===== src/rtl/enemy_wave_scheduler.sv =====
// enemy_wave_scheduler
//
// Owns the enemy slot pool of the playfield. Each slot cycles
// FREE -> SPAWN -> ALIVE -> HIT -> FREE. The block drives each plane's
// revive/boom controls, counts kills into a saturating score and picks
// which slot owns the current scan pixel.
//
// Ports:
//   clk         system clock
//   rst         asynchronous active-high reset
//   move_tick   one-clk pulse per movement step; paces all timers
//   game_run    spawning enabled while high
//   slot_exist  per slot: plane alive and not exploding
//   slot_en     per slot: opaque pixel at the scan position
//   hit         per slot: collision pulse (any length)
//   revive      per slot: return plane to spawn position (registered)
//   boom        per slot: explode/hide request (registered)
//   spawn_x     x coordinate latched at the last spawn (registered)
//   pix_valid   some slot owns the pixel (combinational)
//   pix_sel     lowest-index owning slot, 0 when none (combinational)
//   score       saturating kill count (registered)
//
// Build option:
//   ENEMY_SCHED_LFSR_EN  spawn_x taken from a 16-bit Fibonacci LFSR,
//                        folded into X_MIN..X_MIN+X_SPAN. Without it,
//                        spawn_x steps through low, middle and high edge.
//
// Slot states:
//   state    | meaning
//   ---------+-------------------------------------------------------
//   ST_FREE  | slot in the pool, plane hidden (boom=1)
//   ST_SPAWN | revive held for 2 move ticks so the plane's boom clears
//   ST_ALIVE | plane flying; hit with slot_exist moves to ST_HIT
//   ST_HIT   | exploding (boom=1) for BOOM_TICKS move ticks

module enemy_wave_scheduler #(
    parameter int          SLOTS      = 4,
    parameter int          SPAWN_GAP  = 120,
    parameter int          BOOM_TICKS = 256,
    parameter int          X_MIN      = 0,
    parameter int          X_SPAN     = 190,
    parameter logic [15:0] LFSR_SEED  = 16'hACE1
) (
    input  logic             clk,
    input  logic             rst,
    input  logic             move_tick,
    input  logic             game_run,
    input  logic [SLOTS-1:0] slot_exist,
    input  logic [SLOTS-1:0] slot_en,
    input  logic [SLOTS-1:0] hit,
    output logic [SLOTS-1:0] revive,
    output logic [SLOTS-1:0] boom,
    output logic [9:0]       spawn_x,
    output logic             pix_valid,
    output logic [2:0]       pix_sel,
    output logic [15:0]      score
);

    localparam int GW = $clog2(SPAWN_GAP);
    localparam int CW = (BOOM_TICKS > 2) ? $clog2(BOOM_TICKS) : 1;

    localparam logic [GW-1:0] GAP_LAST   = GW'(SPAWN_GAP - 1);
    localparam logic [CW-1:0] BOOM_LOAD  = CW'(BOOM_TICKS - 1);
    // SPAWN counts down 1 -> 0 -> ALIVE, i.e. exactly two move ticks.
    localparam logic [CW-1:0] SPAWN_LOAD = CW'(1);
    localparam logic [9:0]    X_LO       = 10'(X_MIN);

    localparam bit PARAMS_OK = (SLOTS >= 2) && (SLOTS <= 8) && (SPAWN_GAP >= 3) &&
                               (BOOM_TICKS >= 1) && (X_SPAN >= 128) && (X_SPAN <= 255) &&
                               (LFSR_SEED != 16'h0000);

    if (!PARAMS_OK) begin : g_param_check
        $error("enemy_wave_scheduler: parameter out of range");
    end

    typedef enum logic [1:0] {
        ST_FREE  = 2'd0,
        ST_SPAWN = 2'd1,
        ST_ALIVE = 2'd2,
        ST_HIT   = 2'd3
    } slot_state_e;

    slot_state_e       state_q [SLOTS];
    slot_state_e       state_d [SLOTS];
    logic [CW-1:0]     cnt_q   [SLOTS];
    logic [CW-1:0]     cnt_d   [SLOTS];

    logic [SLOTS-1:0]  revive_q, revive_d;
    logic [SLOTS-1:0]  boom_q,   boom_d;
    logic [GW-1:0]     gap_q,    gap_d;
    logic [15:0]       score_q,  score_d;
    logic [9:0]        spawn_x_q, spawn_x_d;

    logic [SLOTS-1:0]  free_vec;
    logic [SLOTS-1:0]  accept;
    logic              any_free;
    logic [2:0]        spawn_idx;
    logic              spawn_fire;
    logic [3:0]        hit_cnt;
    logic [16:0]       score_sum;
    logic [9:0]        x_next;

    // ------------------------------------------------------------------
    // Spawn x source
    // ------------------------------------------------------------------
`ifdef ENEMY_SCHED_LFSR_EN
    localparam logic [7:0] SPAN8 = 8'(X_SPAN);

    logic [15:0] lfsr_q, lfsr_d;
    logic [7:0]  lfsr_v;

    always_comb begin
        lfsr_d = {lfsr_q[14:0], lfsr_q[15] ^ lfsr_q[13] ^ lfsr_q[12] ^ lfsr_q[10]};
        lfsr_v = lfsr_q[7:0];
        // With X_SPAN >= 128 a single fold always lands inside the range.
        if (lfsr_v > SPAN8) begin
            lfsr_v = lfsr_v - SPAN8 - 8'd1;
        end
        x_next = X_LO + {2'b00, lfsr_v};
    end

    always_ff @(posedge clk or posedge rst) begin
        if (rst) begin
            lfsr_q <= LFSR_SEED;
        end else begin
            lfsr_q <= lfsr_d;
        end
    end
`else
    localparam logic [9:0] X_MID = 10'(X_MIN + X_SPAN / 2);
    localparam logic [9:0] X_HI  = 10'(X_MIN + X_SPAN);

    logic [1:0] x_idx_q, x_idx_d;

    always_comb begin
        x_idx_d = x_idx_q;
        case (x_idx_q)
            2'd0:    x_next = X_LO;
            2'd1:    x_next = X_MID;
            default: x_next = X_HI;
        endcase
        if (spawn_fire) begin
            x_idx_d = (x_idx_q == 2'd2) ? 2'd0 : x_idx_q + 2'd1;
        end
    end

    always_ff @(posedge clk or posedge rst) begin
        if (rst) begin
            x_idx_q <= 2'd0;
        end else begin
            x_idx_q <= x_idx_d;
        end
    end
`endif

    // ------------------------------------------------------------------
    // Slot status, hit acceptance and spawn decision
    // ------------------------------------------------------------------
    always_comb begin
        free_vec  = '0;
        accept    = '0;
        spawn_idx = '0;
        hit_cnt   = '0;
        for (int i = 0; i < SLOTS; i++) begin
            free_vec[i] = (state_q[i] == ST_FREE);
            accept[i]   = (state_q[i] == ST_ALIVE) && hit[i] && slot_exist[i];
            hit_cnt     = hit_cnt + 4'(accept[i]);
        end
        for (int i = SLOTS - 1; i >= 0; i--) begin
            if (free_vec[i]) begin
                spawn_idx = 3'(i);
            end
        end
        any_free   = |free_vec;
        spawn_fire = move_tick && game_run && (gap_q == GAP_LAST) && any_free;
    end

    // ------------------------------------------------------------------
    // Per-slot FSM
    // ------------------------------------------------------------------
    always_comb begin
        revive_d = '0;
        boom_d   = '0;
        for (int i = 0; i < SLOTS; i++) begin
            state_d[i] = state_q[i];
            cnt_d[i]   = cnt_q[i];
            case (state_q[i])
                ST_FREE: begin
                    if (spawn_fire && (spawn_idx == 3'(i))) begin
                        state_d[i] = ST_SPAWN;
                        cnt_d[i]   = SPAWN_LOAD;
                    end
                end
                ST_SPAWN: begin
                    // Hits are not looked at until the slot is ALIVE.
                    if (move_tick) begin
                        if (cnt_q[i] == '0) begin
                            state_d[i] = ST_ALIVE;
                        end else begin
                            cnt_d[i] = cnt_q[i] - CW'(1);
                        end
                    end
                end
                ST_ALIVE: begin
                    if (accept[i]) begin
                        state_d[i] = ST_HIT;
                        cnt_d[i]   = BOOM_LOAD;
                    end
                end
                ST_HIT: begin
                    if (move_tick) begin
                        if (cnt_q[i] == '0) begin
                            state_d[i] = ST_FREE;
                        end else begin
                            cnt_d[i] = cnt_q[i] - CW'(1);
                        end
                    end
                end
                default: begin
                    state_d[i] = ST_FREE;
                end
            endcase
            revive_d[i] = (state_d[i] == ST_SPAWN);
            boom_d[i]   = (state_d[i] == ST_FREE) || (state_d[i] == ST_HIT);
        end
    end

    // ------------------------------------------------------------------
    // Gap counter, score, spawn_x
    // ------------------------------------------------------------------
    always_comb begin
        gap_d = gap_q;
        if (!game_run) begin
            gap_d = '0;
        end else if (move_tick) begin
            if (gap_q == GAP_LAST) begin
                // Saturate here until a slot frees up.
                if (any_free) begin
                    gap_d = '0;
                end
            end else begin
                gap_d = gap_q + GW'(1);
            end
        end

        score_sum = {1'b0, score_q} + 17'(hit_cnt);
        score_d   = score_sum[16] ? 16'hFFFF : score_sum[15:0];

        spawn_x_d = spawn_fire ? x_next : spawn_x_q;
    end

    always_ff @(posedge clk or posedge rst) begin
        if (rst) begin
            for (int i = 0; i < SLOTS; i++) begin
                state_q[i] <= ST_FREE;
                cnt_q[i]   <= '0;
            end
            revive_q  <= '0;
            boom_q    <= '1;
            gap_q     <= '0;
            score_q   <= '0;
            spawn_x_q <= X_LO;
        end else begin
            for (int i = 0; i < SLOTS; i++) begin
                state_q[i] <= state_d[i];
                cnt_q[i]   <= cnt_d[i];
            end
            revive_q  <= revive_d;
            boom_q    <= boom_d;
            gap_q     <= gap_d;
            score_q   <= score_d;
            spawn_x_q <= spawn_x_d;
        end
    end

    assign revive  = revive_q;
    assign boom    = boom_q;
    assign score   = score_q;
    assign spawn_x = spawn_x_q;

    // ------------------------------------------------------------------
    // Pixel arbiter: lowest index wins
    // ------------------------------------------------------------------
    always_comb begin
        pix_valid = |slot_en;
        pix_sel   = '0;
        for (int i = SLOTS - 1; i >= 0; i--) begin
            if (slot_en[i]) begin
                pix_sel = 3'(i);
            end
        end
    end

endmodule


===== config.mk =====
export PLATFORM = sky130hd
export DESIGN_NAME = enemy_wave_scheduler
export DESIGN_NICKNAME = d
export VERILOG_FILES = /design/src/rtl/enemy_wave_scheduler.sv
export SDC_FILE = /design/constraint.sdc
export NUM_CORES = 1
export LEC_CHECK = 0
export ABC_AREA = 1
export CAP_MARGIN = 20
export CORE_AREA = 3 3 115 89
export DETAILED_ROUTE_END_ITERATION = 7
export DIE_AREA = 0 0 118 92
export PLACE_DENSITY = 0.7
export SYNTH_ARGS = -nofsm -noshare
export SYNTH_HDL_FRONTEND = slang
export SYNTH_SLANG_ARGS = --single-unit

===== constraint.sdc =====
create_clock -name clk -period 5.3 [get_ports clk]
set_input_delay 0.53 -clock clk [delete_from_list [all_inputs] [get_ports clk]]
set_output_delay 0.53 -clock clk [all_outputs]
set_load 0.05 [all_outputs]

Word level (Yosys, flattened, before mapping)
Index checks and enable logic that the tools add are counted.
- register bits: 83
- output and inout port bits: 38
- $add $sub $neg: 10
- equality and inequality tests: 44
- multiplexer cells: 63
- reductions and logical operators: 44
- operators by type and width (cell ; count):
    $mux 8 ; 16
    $pmux 8 s3 ; 4
    $mux 2 ; 27
    $logic_not 8->1 ; 4
    $pmux 2 s4 ; 4
    $sub 8x1->8 const B ; 4
    $mux 7 ; 4
    $eq 2x2->1 const B ; 13
    $eq 2x1->1 const B ; 9
    $logic_not 2->1 ; 9
    $mux 3 ; 6
    $ne 2x2->1 const B ; 9
    $add 16x4->17 ; 1
    $mux 16 ; 1
    $ne 2x1->1 const B ; 8
    $pmux 8 s2 ; 1
    $reduce_and 4->1 ; 4
    $logic_and 1x1->1 ; 15
    $reduce_or 2->1 ; 4
    $reduce_or 4->1 ; 2
    $add 7x1->7 const B ; 1
    $eq 7x7->1 const B ; 1
    $eq 3x2->1 const B ; 2
    $add 3x1->4 ; 1
    other kinds (8) ; 11

Logic depth before layout (Yosys ltp)
Gate-level depths: netlist of run 1.
- depth after elaboration: 11
- depth in mapped cells: 18
- gate-level depth less buffers: 18

Worst setup path before layout of run 1
OpenSTA, ideal clock, no wires.
- path type: reg2reg
- from: reg state_q[7] (netlist name)
- to: reg score_q[14] (netlist: score[14])
- data arrival time: 2.654 ns
- data required time: 5.173 ns
- slack: 2.520 ns
- stages on the path, launching flop included: 19
- path buffers: 0
- period minus slack after synthesis: 2.780 ns
- cells stage by stage: dfrtp_1 > inv_1 > nor2_1 > inv_1 > nor3_1 > fa_1 > inv_1 > fa_1 > inv_1 > fa_1 > nand2_1 > nor2_1 > nand2_1 > nor2_2 > nand2_1 > nor2_2 > nand2_1 > nand2_1 > nand3_1
- longest elaborated chain between the ends: 8
- RTL lines (item ; line ; text):
    start, declared ; 83 ; slot_state_e state_q [SLOTS];
    start signal, assigned by index ; 265 ; state_q[i] <= state_d[i];
    $eq 2x2->1 ; 166 ; accept[i] = (state_q[i] == ST_ALIVE) && hit[i] && slot_exist[i];
    $logic_and 1x1->1 (2 in a row) ; 166 ;
    $add 1x1->2 ; 167 ; hit_cnt = hit_cnt + 4'(accept[i]);
    $add 2x1->3 ; 167 ;
    $add 3x1->4 ; 167 ;
    $add 16x4->17 ; 246 ; score_sum = {1'b0, score_q} + 17'(hit_cnt);
    $mux 16 ; 247 ; score_d = score_sum[16] ? 16'hFFFF : score_sum[15:0];
    via score_d[14] ; 91 ; logic [15:0] score_q, score_d;
    end signal, assigned ; 271 ; score_q <= score_d;
    end, declared ; 91 ;
The timed path passes the listed nets, and every way through them passes these cells.
A chain may end at the register's enable or synchronous reset.

Worst setup path after layout of run 1
- from: reg state_q[6] (netlist name)
- to: reg score_q[10] (netlist: score[10])
The elaborated chain is that of the path after synthesis.

==> qor.txt, run 1 <==
==========================================================================================
Outcome                                                                       complete, no violations
Vias in the first global route                                                       3,804
Count of distinct cell types in the synthesized netlist                                 37
Chip height                                                                          92 µm
Buffers & Inverters on Critical Path                                                     3
Number of buffers between clock root and the deepest sink                                2
Most heavily used metal layer in global routing                                       met2
Reg clk slew, reported paths                                                         60 ps
Worst stage delay on the critical path                                              490 ps
Total via count after detailed routing                                               3,902
Power per standard cell area                                                    546 nW/µm²
CTS tree                                                                             built
Max Cap Violations                                                                       0
Number of levels the H-tree was split into                                               3
Placeable core area                                                               9120 µm²
Final setup skew                                                                   7.71 ps
Gpl congestion                                                                       0.857
CTS resizes                                                                              0
Mean area per synthesized cell                                                    7.47 µm²
Internal power of the cells                                                        1.69 mW
Commonest non-fill, non-tap cell in the layout                                     nand2_1
Type of destination of the critical path                                         flip-flop
Hold Violations, Final                                                                   0
Syn. warnings                                                                            0
Clock root buffer                                                                clkbuf_16
Count of flip-flops with a built-in enable after synthesis                               0
Total number of nets in the final design                                               692
Start point of the worst min-delay path                                       cnt_q[10]$_DFFE_PP0P_
Clock latency reported for the late side of the worst-skew pair                     340 ps
Total wirelength of the detailed-routed design                                     9780 µm
Share of final-layout standard cells stronger than drive strength 1                  10.1%
Worst Tran Pin Value                                                                949 ps
IR drop worst, VDD                                                                  321 µV
Path type of the worst setup path                                             flip-flop to flip-flop
Ratio of final minimum period to clock period                                        63.7%
Global-route wire length before repair                                           17,300 µm
Worst r2r src                                                                 state_q[6]$_DFF_PP0_
Footprint of the flip-flops and latches                                           1880 µm²
Required time of the worst setup path                                              5480 ps
Final worst path period need                                                       3380 ps
Layout overhead on the synthesized area                                              19.5%
DPL Wire Length                                                                    6960 µm
Area of the multi-input gates                                                     2250 µm²
Via count normalized by instance count                                                4.92
First-pass iteration count of the detailed router                                        5
Switching component of the power                                                   1.28 mW
Kind of cell adding the most delay to the critical path                       simple AND/OR/NAND/NOR gates
Synth async-reset ratio                                                               100%
Seq pwr share                                                                        32.4%
DRC marker count from the first detailed-route iteration                               172
Max-slew violations                                                                      0
Endpoints failing setup                                                                  0
Antenna violations before repair                                                         0
Most frequent cells in the layout                                             185 x nand2_1, 81 x inv_1, 71 x dfrtp_1, 50 x nor2_1, 50 x clkdlybuf4s50_1
Average detailed-routed wire length per instance                                   12.3 µm
Met2 Use GR                                                                          31.4%
Reg-to-reg setup timing slack                                                      1920 ps
Most frequently used flop master after synthesis                                   dfrtp_1
Total global routing track utilization                                               19.3%
Diode insertion count for antenna repair                                                 0
Share of synthesized area spent on multiplexers                                         0%
Unrepaired setup endpoints after global routing                                         no
Largest fanout on the critical path                                                     13
Peak clock frequency supported by timing                                           296 MHz
Post-synthesis share of cell area spent on xor and xnor gates                        1.73%
Crit-path cells                                                               nor2_1, inv_1, nor3_1, fa_1, inv_1, fa_1, inv_1, fa_1, nand2_1, nor2_1, nand2_1, nor2_2, nand3_1, nand3_1
Largest family of logic cells by synthesized area                             simple AND/OR/NAND/NOR gates
Sinks on Clock Net                                                                      75
Proportion of power drawn by the clock network                                       22.8%
Combinational share of power                                                         44.8%
Number of nets still failing antenna checks after routing                                0
Complex-gate fraction of the synthesized area                                        8.28%
Cts hold-fix bufs                                                                        0
Num rows                                                                                30
Inserted Clock Buffers                                                                   9
Min-Delay Endpoint                                                            cnt_q[10]$_DFFE_PP0P_
Overall overflow remaining after global route                                            0
Final total power                                                                  2.97 mW
Met3 usage                                                                           5.86%
Switching share of power                                                             43.1%
Data arrival time at the worst-slack endpoint                                      3560 ps
Number of synthesized register bits                                                     75
Pin count of the biggest net entering global routing                                    76
Input/output buffers                                                                    50
Count of pins on the block boundary                                                     54
Leakage                                                                            2.72 nW
DIE AREA                                                                        10,900 µm²
Path depth of the worst reg2reg path                                                    14
Worst hold-check path type                                                    flip-flop to flip-flop
Setup_tns                                                                             0 ps
Worst max-slew margin expressed relative to the limit                                36.8%
Starting density of the core                                                         50.0%
Number of cells on the worst hold path                                                   2
DRC                                                                                      0
Launching element type of the critical path                                      flip-flop
Width of the die                                                                    118 µm
Number of fill cells                                                                   823
Max stage delay cell, worst path                                                      fa_1
Cell area after synthesis                                                         4560 µm²
Synth Instances                                                                        611
Endpoint of the worst register-to-register path                               score[10]$_DFF_PP0_
Met1 layer usage reported by global route                                            25.5%
Post-CTS setup repair buffer count                                                       0
Sequential element share of the synthesized area                                     41.2%
Simple logic cell fraction of the synthesized area                                   34.2%
Share of synthesized cell area in full adder, half adder and majority cells          4.88%
==========================================================================================
## routing by layer
metal / up-vias / part of all wire [%]
met2: 70 / 47
li1: 2016 / -
met3: 9 / 4.0
met1: 1807 / 48
met4: 0 / 0.69
met5: - / 0
## logic make-up (layout without fill, tap and decap cells)
group / after synthesis / in the layout
AOI/OAI and AO/OA: 67 / 67
buffers and inverters: 100 / 152
DFF: 75 / 75
other: 1 / 3
and+or+nand+nor: 343 / 343
xor gates and xnor gates: 9 / 9
adders and majority gates: 16 / 16
## worst min-delay path: cells and delay by family, from the launching register on
family / cells / cell delay [ps]
flops: 1 / 340
simple gates: 2 / 100
## power by group through the flow
stage / sequential (mW) / combinational [mW] / clock (mW)
final: 0.964 / 1.33 / 0.677
after global routing: 0.997 / 1.53 / 0.722
after CTS: 0.963 / 1.34 / 0.691
after detailed placement: 0.968 / 1.33 / 0
after global placement: 0.965 / 1.29 / 0
after floorplan: 1.09 / 0.895 / 0
## synthesized netlist by cell type (3+ instances only)
library cell	instances	area share (%)
a21oi_1	15	1.6
buf_4	11	1.8
dfrtp_1	71	39
dfstp_2	4	2.3
fa_1	3	1.3
ha_1	13	3.6
inv_1	82	6.7
nand2_1	185	15
nand2_2	8	1.1
nand3_1	48	5.3
nand3b_1	5	0.82
nand4_1	5	0.69
nor2_1	50	4.1
nor2_2	7	0.96
nor2_4	5	1.2
nor3_1	12	1.3
o21ai_0	34	3.7
o21ai_1	6	0.66
o21ai_2	10	1.9
or2_2	6	0.82
xor2_1	8	1.5
## worst max-delay path by stage
| stage | from | endpoint | slack [ps] | cells after the start |
|---|---|---|---|---|
| after floorplan | state_q[7]$_DFF_PP0_ | score[14]$_DFF_PP0_ | 2520 | 18 |
| after global placement | hit[0] | score[6]$_DFF_PP0_ | 1790 | 14 |
| after detailed placement | hit[0] | score[6]$_DFF_PP0_ | 1700 | 14 |
| after CTS | state_q[6]$_DFF_PP0_ | score[10]$_DFF_PP0_ | 1910 | 14 |
| after global routing | state_q[6]$_DFF_PP0_ | score[10]$_DFF_PP0_ | 1580 | 14 |
| final | state_q[6]$_DFF_PP0_ | score[10]$_DFF_PP0_ | 1920 | 14 |
## layout make-up
class	instances	share of cell area, %
clock buffers	12	4.70
clock inverters	4	1.33
inverters	85	5.90
multi-input cells	438	41.3
flip-flops and latches	75	34.5
well taps	128	2.94
repair buffers	51	9.32
## state kept, by name, indices dropped and copies added, names as in the netlist
name / count
boom: 4
x_idx_q: 2
cnt_q: 32
spawn_x: 2
state_q: 8
revive: 4
gap_q: 7
score: 16
## metrics by stage
step	instance area (µm²)	std cells	worst slack (ps)	utilization, %	hold slack, ps
floorplan	4570	613	2520	-	449
global placement	5120	777	1790	56.2	464
detailed placement	5120	777	1700	56.2	465
CTS	5450	793	1910	59.8	481
global route	5450	793	1580	59.8	515
finish	5450	793	1920	59.8	479
No activity file was read; power rests on OpenSTA's default activity.
==> run 2, diff against run 1 <==
--- a/config.mk
+++ b/config.mk
@@ -10,7 +10,7 @@
 export CORE_AREA = 3 3 115 89
 export DETAILED_ROUTE_END_ITERATION = 7
 export DIE_AREA = 0 0 118 92
-export PLACE_DENSITY = 0.7
+export PLACE_DENSITY = 0.73
 export SYNTH_ARGS = -nofsm -noshare
 export SYNTH_HDL_FRONTEND = slang
 export SYNTH_SLANG_ARGS = --single-unit
==> constraint.sdc (replaced) <==
create_clock -name clk -period 2.8 [get_ports clk]
set_input_delay 0.28 -clock clk [delete_from_list [all_inputs] [get_ports clk]]
set_output_delay 0.28 -clock clk [all_outputs]
set_load 0.05 [all_outputs]
==> qor.txt, run 2 (synthesis gave the netlist of run 1 again) <==
==================================================================================
Total global routing track utilization                                       20.2%   +0.97 points
Path type of the worst setup path                                     flip-flop to flip-flop
Total via count after detailed routing                                       4,074   +4.4%
Commonest non-fill, non-tap cell in the layout                             nand2_1
Global-route wire length before repair                                   17,900 µm   +3.6%
Cell Count Post-Placement                                                      792   +1.9%
Most frequent cells in the layout                                     182 x nand2_1, 77 x inv_1, 71 x dfrtp_1, 50 x clkdlybuf4s50_1, 48 x nor2_1
Pin count of the biggest net entering global routing                            32   -58%
DRC marker count from the first detailed-route iteration                       222   +29%
Max-slew violations                                                              0   unchanged
Worst Tran Pin Value                                                        606 ps   -343 ps
Data arrival time at the worst-slack endpoint                              2980 ps   -580 ps
Total wirelength of the detailed-routed design                           10,400 µm   +6.4%
Share of final-layout standard cells stronger than drive strength 1          14.8%   +4.8 points
Met2 Wirelength                                                            4960 µm   +7.5%
Launching element type of the critical path                              flip-flop
Gpl congestion                                                               0.893   +4.2%
Worst hold-check path type                                            primary input to async pin
Met1 routed wirelength after detailed routing                              4790 µm   +2.0%
Sinks on Clock Net                                                              75   unchanged
IR drop worst, VDD                                                          879 µV   +170%
Max Cap Violations                                                               0   unchanged
Filler-free cell count of the finished design                                  815   +2.8%
Endpoints failing setup                                                          0   unchanged
DIE AREA                                                                10,900 µm²   unchanged
Outcome                                                               complete, no violations
Width of the die                                                            118 µm   unchanged
Diode insertion count for antenna repair                                         0   unchanged
Via count normalized by instance count                                        5.00   +1.6%
Clock root buffer                                                        clkbuf_16
Worst max-slew margin expressed relative to the limit                        59.5%   +23 points
Leakage                                                                    2.86 nW   +5.2%
Average detailed-routed wire length per instance                           12.8 µm   +3.5%
DPL Wire Length                                                            7390 µm   +6.1%
Antenna violations before repair                                                 0   unchanged
CTS tree                                                                     built
Starting density of the core                                                 50.0%   unchanged
Peak clock frequency supported by timing                                   361 MHz   +22%
Number of levels the H-tree was split into                                       3   unchanged
DRC                                                                              0   unchanged
Fin util                                                                     62.4%   +2.6 points
Highest metal layer with signal wires                                         met4
Number of buffers between clock root and the deepest sink                        2   unchanged
Chip height                                                                  92 µm   unchanged
Setup_tns                                                                     0 ps   unchanged
Worst stage delay on the critical path                                      470 ps   -20 ps
Layout overhead on the synthesized area                                      24.7%
Clock latency reported for the late side of the worst-skew pair             340 ps   about the same
Placeable core area                                                       9120 µm²   unchanged
Crit-path cells                                                       inv_2, nand2_1, nor2_1, fa_1, inv_2, fa_2, inv_2, fa_2, nand2_4, nor2_4, buf_4, buf_4, buf_4, a21oi_1, o21ai_0
Vias in the first global route                                               3,983   +4.7%
Reg clk slew, reported paths                                                 60 ps   about the same
Inserted Clock Buffers                                                           9   unchanged
Total number of nets in the final design                                       714   +3.2%
Ratio of final minimum period to clock period                                98.9%   +35 points
Max stage delay cell, worst path                                              fa_1
Buffers & Inverters on Critical Path                                             6   +3
Setup WS post-layout                                                       29.5 ps   -1890 ps
Met3 Wirelength                                                             468 µm   +20%
Required time of the worst setup path                                      3010 ps   -2470 ps
Largest fanout on the critical path                                              6   -7
Largest register FFs                                                            32   unchanged
Final setup skew                                                           6.26 ps   -1.45 ps
Input/output buffers                                                            50   unchanged
Power per standard cell area                                           1010 nW/µm²   +86%
First-pass iteration count of the detailed router                                5   unchanged
Unrepaired setup endpoints after global routing                                yes
Type of destination of the critical path                                 flip-flop
Count of pins on the block boundary                                             54   unchanged
Largest register by flop count                                               cnt_q
DP Worst Slack                                                             -344 ps   -2040 ps
Overall overflow remaining after global route                                    0   unchanged
Kind of cell adding the most delay to the critical path                adder cells
Final worst path period need                                               2770 ps   -607 ps
Hold Violations, Final                                                           0   unchanged
Final total power                                                          5.77 mW   +94%
Number of nets still failing antenna checks after routing                        0   unchanged
Num rows                                                                        30   unchanged
==================================================================================
run 2: changes by cell type in the layout (fill, tap and decap cells not counted), sizes merged:
cell / change
buf: +22
run 2: area by class of cell:
cell class                 instances  area (µm²)
fill                             790        3430
multi-input combinational        438        2310
sequential                        75        1880
timing repair buffer              73         686
inverter                          85         322
clock buffer                      12         256
tap                              128         160
clock inverter                     4        72.6
run 2: layer usage:
metal,up-vias,GRT usage [%]
li1,2064,-
met1,1906,26.1
met2,87,32.8
met3,17,5.98
met4,0,6.83
met5,-,0
run 2: per-stage QoR:
stage,hold slack (ps),area [µm²]
2_1_floorplan,414,4570
3_3_place_gp,465,5250
3_5_place_dp,465,5250
4_1_cts,360,5650
5_1_grt,396,5690
6_report,338,5690
run 2: what timing repair did:
action	4_1_cts	5_1_grt
setup endpoints to repair	7	16
gates resized for setup	10	9
setup buffers	5	3
pin swaps	4	8
hold buffers	0	0
endpoints found under the hold margin	0	0
run 2: path summary, 6_finish.rpt:
path | startpoint | end | slack [ps] | cells past startpoint
min in group clk | cnt_q[10]$_DFFE_PP0P_ | cnt_q[10]$_DFFE_PP0P_ | 480 | 2
setup / recovery | state_q[2]$_DFF_PP0_ | score[6]$_DFF_PP0_ | 30 | 15
hold reg to reg | cnt_q[10]$_DFFE_PP0P_ | cnt_q[10]$_DFFE_PP0P_ | 480 | 2
hold / removal | rst | cnt_q[2]$_DFFE_PP0P_ | 340 | 2
setup reg to reg | state_q[2]$_DFF_PP0_ | score[6]$_DFF_PP0_ | 30 | 15
max in group asynchronous | rst | boom[0]$_DFF_PP1_ | 1710 | 3
run 2: power breakdown:
| group | internal [mW] | total, mW | switching (mW) |
|---|---|---|---|
| sequential | 1.49 | 1.81 | 0.321 |
| combinational | 0.966 | 2.68 | 1.72 |
| clock | 0.828 | 1.28 | 0.449 |
| total | 3.28 | 5.77 | 2.49 |
==> run 3, diff against run 2 <==
--- a/config.mk
+++ b/config.mk
@@ -10,7 +10,8 @@
 export CORE_AREA = 3 3 115 89
 export DETAILED_ROUTE_END_ITERATION = 7
 export DIE_AREA = 0 0 118 92
-export PLACE_DENSITY = 0.73
+export PLACE_DENSITY = 0.7
+export SETUP_SLACK_MARGIN = 0.3
 export SYNTH_ARGS = -nofsm -noshare
 export SYNTH_HDL_FRONTEND = slang
 export SYNTH_SLANG_ARGS = --single-unit
==> constraint.sdc (replaced) <==
create_clock -name clk -period 2.91 [get_ports clk]
set_input_delay 0.291 -clock clk [delete_from_list [all_inputs] [get_ports clk]]
set_output_delay 0.291 -clock clk [all_outputs]
set_load 0.05 [all_outputs]
==> qor.txt, run 3 (synthesis gave the netlist of run 1 again) <==
==================================================================================
Outcome                                                               complete, no violations
Launching element type of the critical path                              flip-flop
DP Worst Slack                                                             -195 ps   +149 ps
DRC                                                                              0   unchanged
Footprint of the flip-flops and latches                                   1880 µm²   +0.13%
Total number of nets in the final design                                       708   -0.84%
Kind of cell adding the most delay to the critical path                adder cells
Required time of the worst setup path                                      3120 ps   +110 ps
Filler-free cell count of the finished design                                  809   -0.74%
Global-route wire length before repair                                   17,600 µm   -1.8%
Pin count of the biggest net entering global routing                            34   +6.3%
Share of final-layout standard cells stronger than drive strength 1          14.2%   -0.60 points
Total global routing track utilization                                       19.6%   -0.66 points
Num rows                                                                        30   unchanged
Type of destination of the critical path                                 flip-flop
Setup_tns                                                                     0 ps   unchanged
Total wirelength of the detailed-routed design                           10,000 µm   -3.5%
DRC marker count from the first detailed-route iteration                       199   -10%
Power per standard cell area                                            985 nW/µm²   -2.9%
Most frequent cells in the layout                                     181 x nand2_1, 78 x inv_1, 69 x dfrtp_1, 50 x clkdlybuf4s50_1
Max-slew violations                                                              0   unchanged
Cts hold-fix bufs                                                                0   unchanged
Antenna violations before repair                                                 0   unchanged
Hold Violations, Final                                                           0   unchanged
Via count normalized by instance count                                        5.00   about the same
Clock latency reported for the late side of the worst-skew pair             330 ps   about the same
Largest fanout on the critical path                                              6   unchanged
Layout overhead on the synthesized area                                      23.9%
IR drop worst, VDD                                                          604 µV   -31%
CTS tree                                                                     built
Input/output buffers                                                            50   unchanged
Peak clock frequency supported by timing                                   374 MHz   +3.5%
Width of the die                                                            118 µm   unchanged
Data arrival time at the worst-slack endpoint                              2890 ps   -90 ps
Starting density of the core                                                 50.0%   unchanged
Total via count after detailed routing                                       4,043   -0.76%
Cell Count Post-Placement                                                      788   -0.51%
Diode insertion count for antenna repair                                         0   unchanged
Count of pins on the block boundary                                             54   unchanged
Buffers & Inverters on Critical Path                                             5   -1
Final total power                                                          5.57 mW   -3.5%
Commonest non-fill, non-tap cell in the layout                             nand2_1
Overall overflow remaining after global route                                    0   unchanged
Largest register by flop count                                               cnt_q
Reg clk slew, reported paths                                                 60 ps   about the same
Max stage delay cell, worst path                                              fa_1
Number of levels the H-tree was split into                                       3   unchanged
Leakage                                                                    2.82 nW   -1.6%
Number of fill cells                                                           780   -1.3%
Clock root buffer                                                        clkbuf_16
Worst max-slew margin expressed relative to the limit                        50.7%   -8.8 points
First-pass iteration count of the detailed router                                4   -1
Vias in the first global route                                               3,884   -2.5%
Unrepaired setup endpoints after global routing                                yes
Cell area after placement                                                 5230 µm²   -0.31%
Chip height                                                                  92 µm   unchanged
Final worst path period need                                               2680 ps   -93.6 ps
Area of the multi-input gates                                             2300 µm²   -0.32%
Gpl congestion                                                               0.839   -6.0%
Placeable core area                                                       9120 µm²   unchanged
Sinks on Clock Net                                                              75   unchanged
Largest register FFs                                                            32   unchanged
DPL Wire Length                                                            7250 µm   -1.8%
Worst path most repeated cell                                                inv_2
Path type of the worst setup path                                     flip-flop to flip-flop
Crit-path cells                                                       inv_2, nor2_2, inv_2, nor3_4, fa_1, inv_1, fa_2, inv_2, fa_2, nand2_4, nor2_4, nand2_2, nor2_4, nand3_1, buf_4, nand3_1
Max Cap Violations                                                               0   unchanged
Worst hold-check path type                                            primary input to async pin
Inserted Clock Buffers                                                           9   unchanged
Worst stage delay on the critical path                                      450 ps   -20 ps
Endpoints failing setup                                                          0   unchanged
Average detailed-routed wire length per instance                           12.4 µm   -2.8%
Number of buffers between clock root and the deepest sink                        2   unchanged
Final setup skew                                                           4.57 ps   -1.69 ps
Ratio of final minimum period to clock period                                92.0%   -7.0 points
Setup WS post-layout                                                        233 ps   +204 ps
DIE AREA                                                                10,900 µm²   unchanged
Number of nets still failing antenna checks after routing                        0   unchanged
Worst Tran Pin Value                                                        738 ps   +132 ps
Final instance area                                                       5650 µm²   -0.64%
==================================================================================
[run 3: cell count changes in the layout (fill, tap and decap cells not counted), moves of 2 or more]
cell,previous run,this run
nand2_2,9,11
dfrtp_1,71,69
dfrtp_2,0,2
buf_4,22,16
[run 3: per-stage QoR]
| stage | hold slack, ps | util, % |
|---|---|---|
| after floorplan | 425 | - |
| after global placement | 463 | 57.4 |
| after detailed placement | 470 | 57.4 |
| after CTS | 429 | 61.7 |
| after global routing | 469 | 62.0 |
| final | 414 | 62.0 |
[run 3: final timing paths]
path                            slack [ps]  cells after the start                endpoint                   from
min in group clk                       480                      2   cnt_q[17]$_DFFE_PP0P_  cnt_q[17]$_DFFE_PP0P_
worst max-delay path                   230                     16     score[10]$_DFF_PP0_   state_q[7]$_DFF_PP0_
max in group asynchronous             1760                      3       boom[3]$_DFF_PP1_                    rst
worst min register to register         480                      2   cnt_q[17]$_DFFE_PP0P_  cnt_q[17]$_DFFE_PP0P_
worst min-delay path                   410                      2  x_idx_q[1]$_DFFE_PP0P_                    rst
worst max register to register         230                     16     score[10]$_DFF_PP0_   state_q[7]$_DFF_PP0_
[run 3: metal layers]
layer | wire length, µm | vias up | part of all wire [%] | global-route usage, %
met5 | 0 | - | 0 | 0
met4 | 129 | 0 | 1.3 | 5.76
met3 | 473 | 12 | 4.7 | 4.81
met2 | 4550 | 96 | 45 | 31.9
met1 | 4880 | 1887 | 49 | 26.0
li1 | - | 2048 | - | -
[run 3: power breakdown]
part	internal, mW	total [mW]	switching, mW
Clock	0.858	1.28	0.426
Sequential	1.44	1.75	0.308
Combinational	0.914	2.54	1.63
[run 3: final cells by class]
type,instances,share of cell area [%]
clock buffer,11,4.29
clock inverter,5,1.77
inverter,85,5.69
multi-input combinational,438,40.7
sequential,75,33.3
tap,128,2.83
timing repair buffer,67,11.3
[run 3: worst register-to-register path: cells and delay by family, from the launching register on]
kind                     cells  cell delay (ps)
buffers and inverters        5              410
flip-flops                   1              370
AND/OR/NAND/NOR              8              780
adder cells (fa/ha/maj)      3             1000
[run 3: what timing repair did]
action | in CTS | in global routing
pin swaps | 6 | 1
gates cloned | 0 | 0
resized for setup | 7 | 4
endpoints found under the hold margin | 0 | 0
endpoints found under the setup margin | 16 | 16
setup buffers | 4 | 1
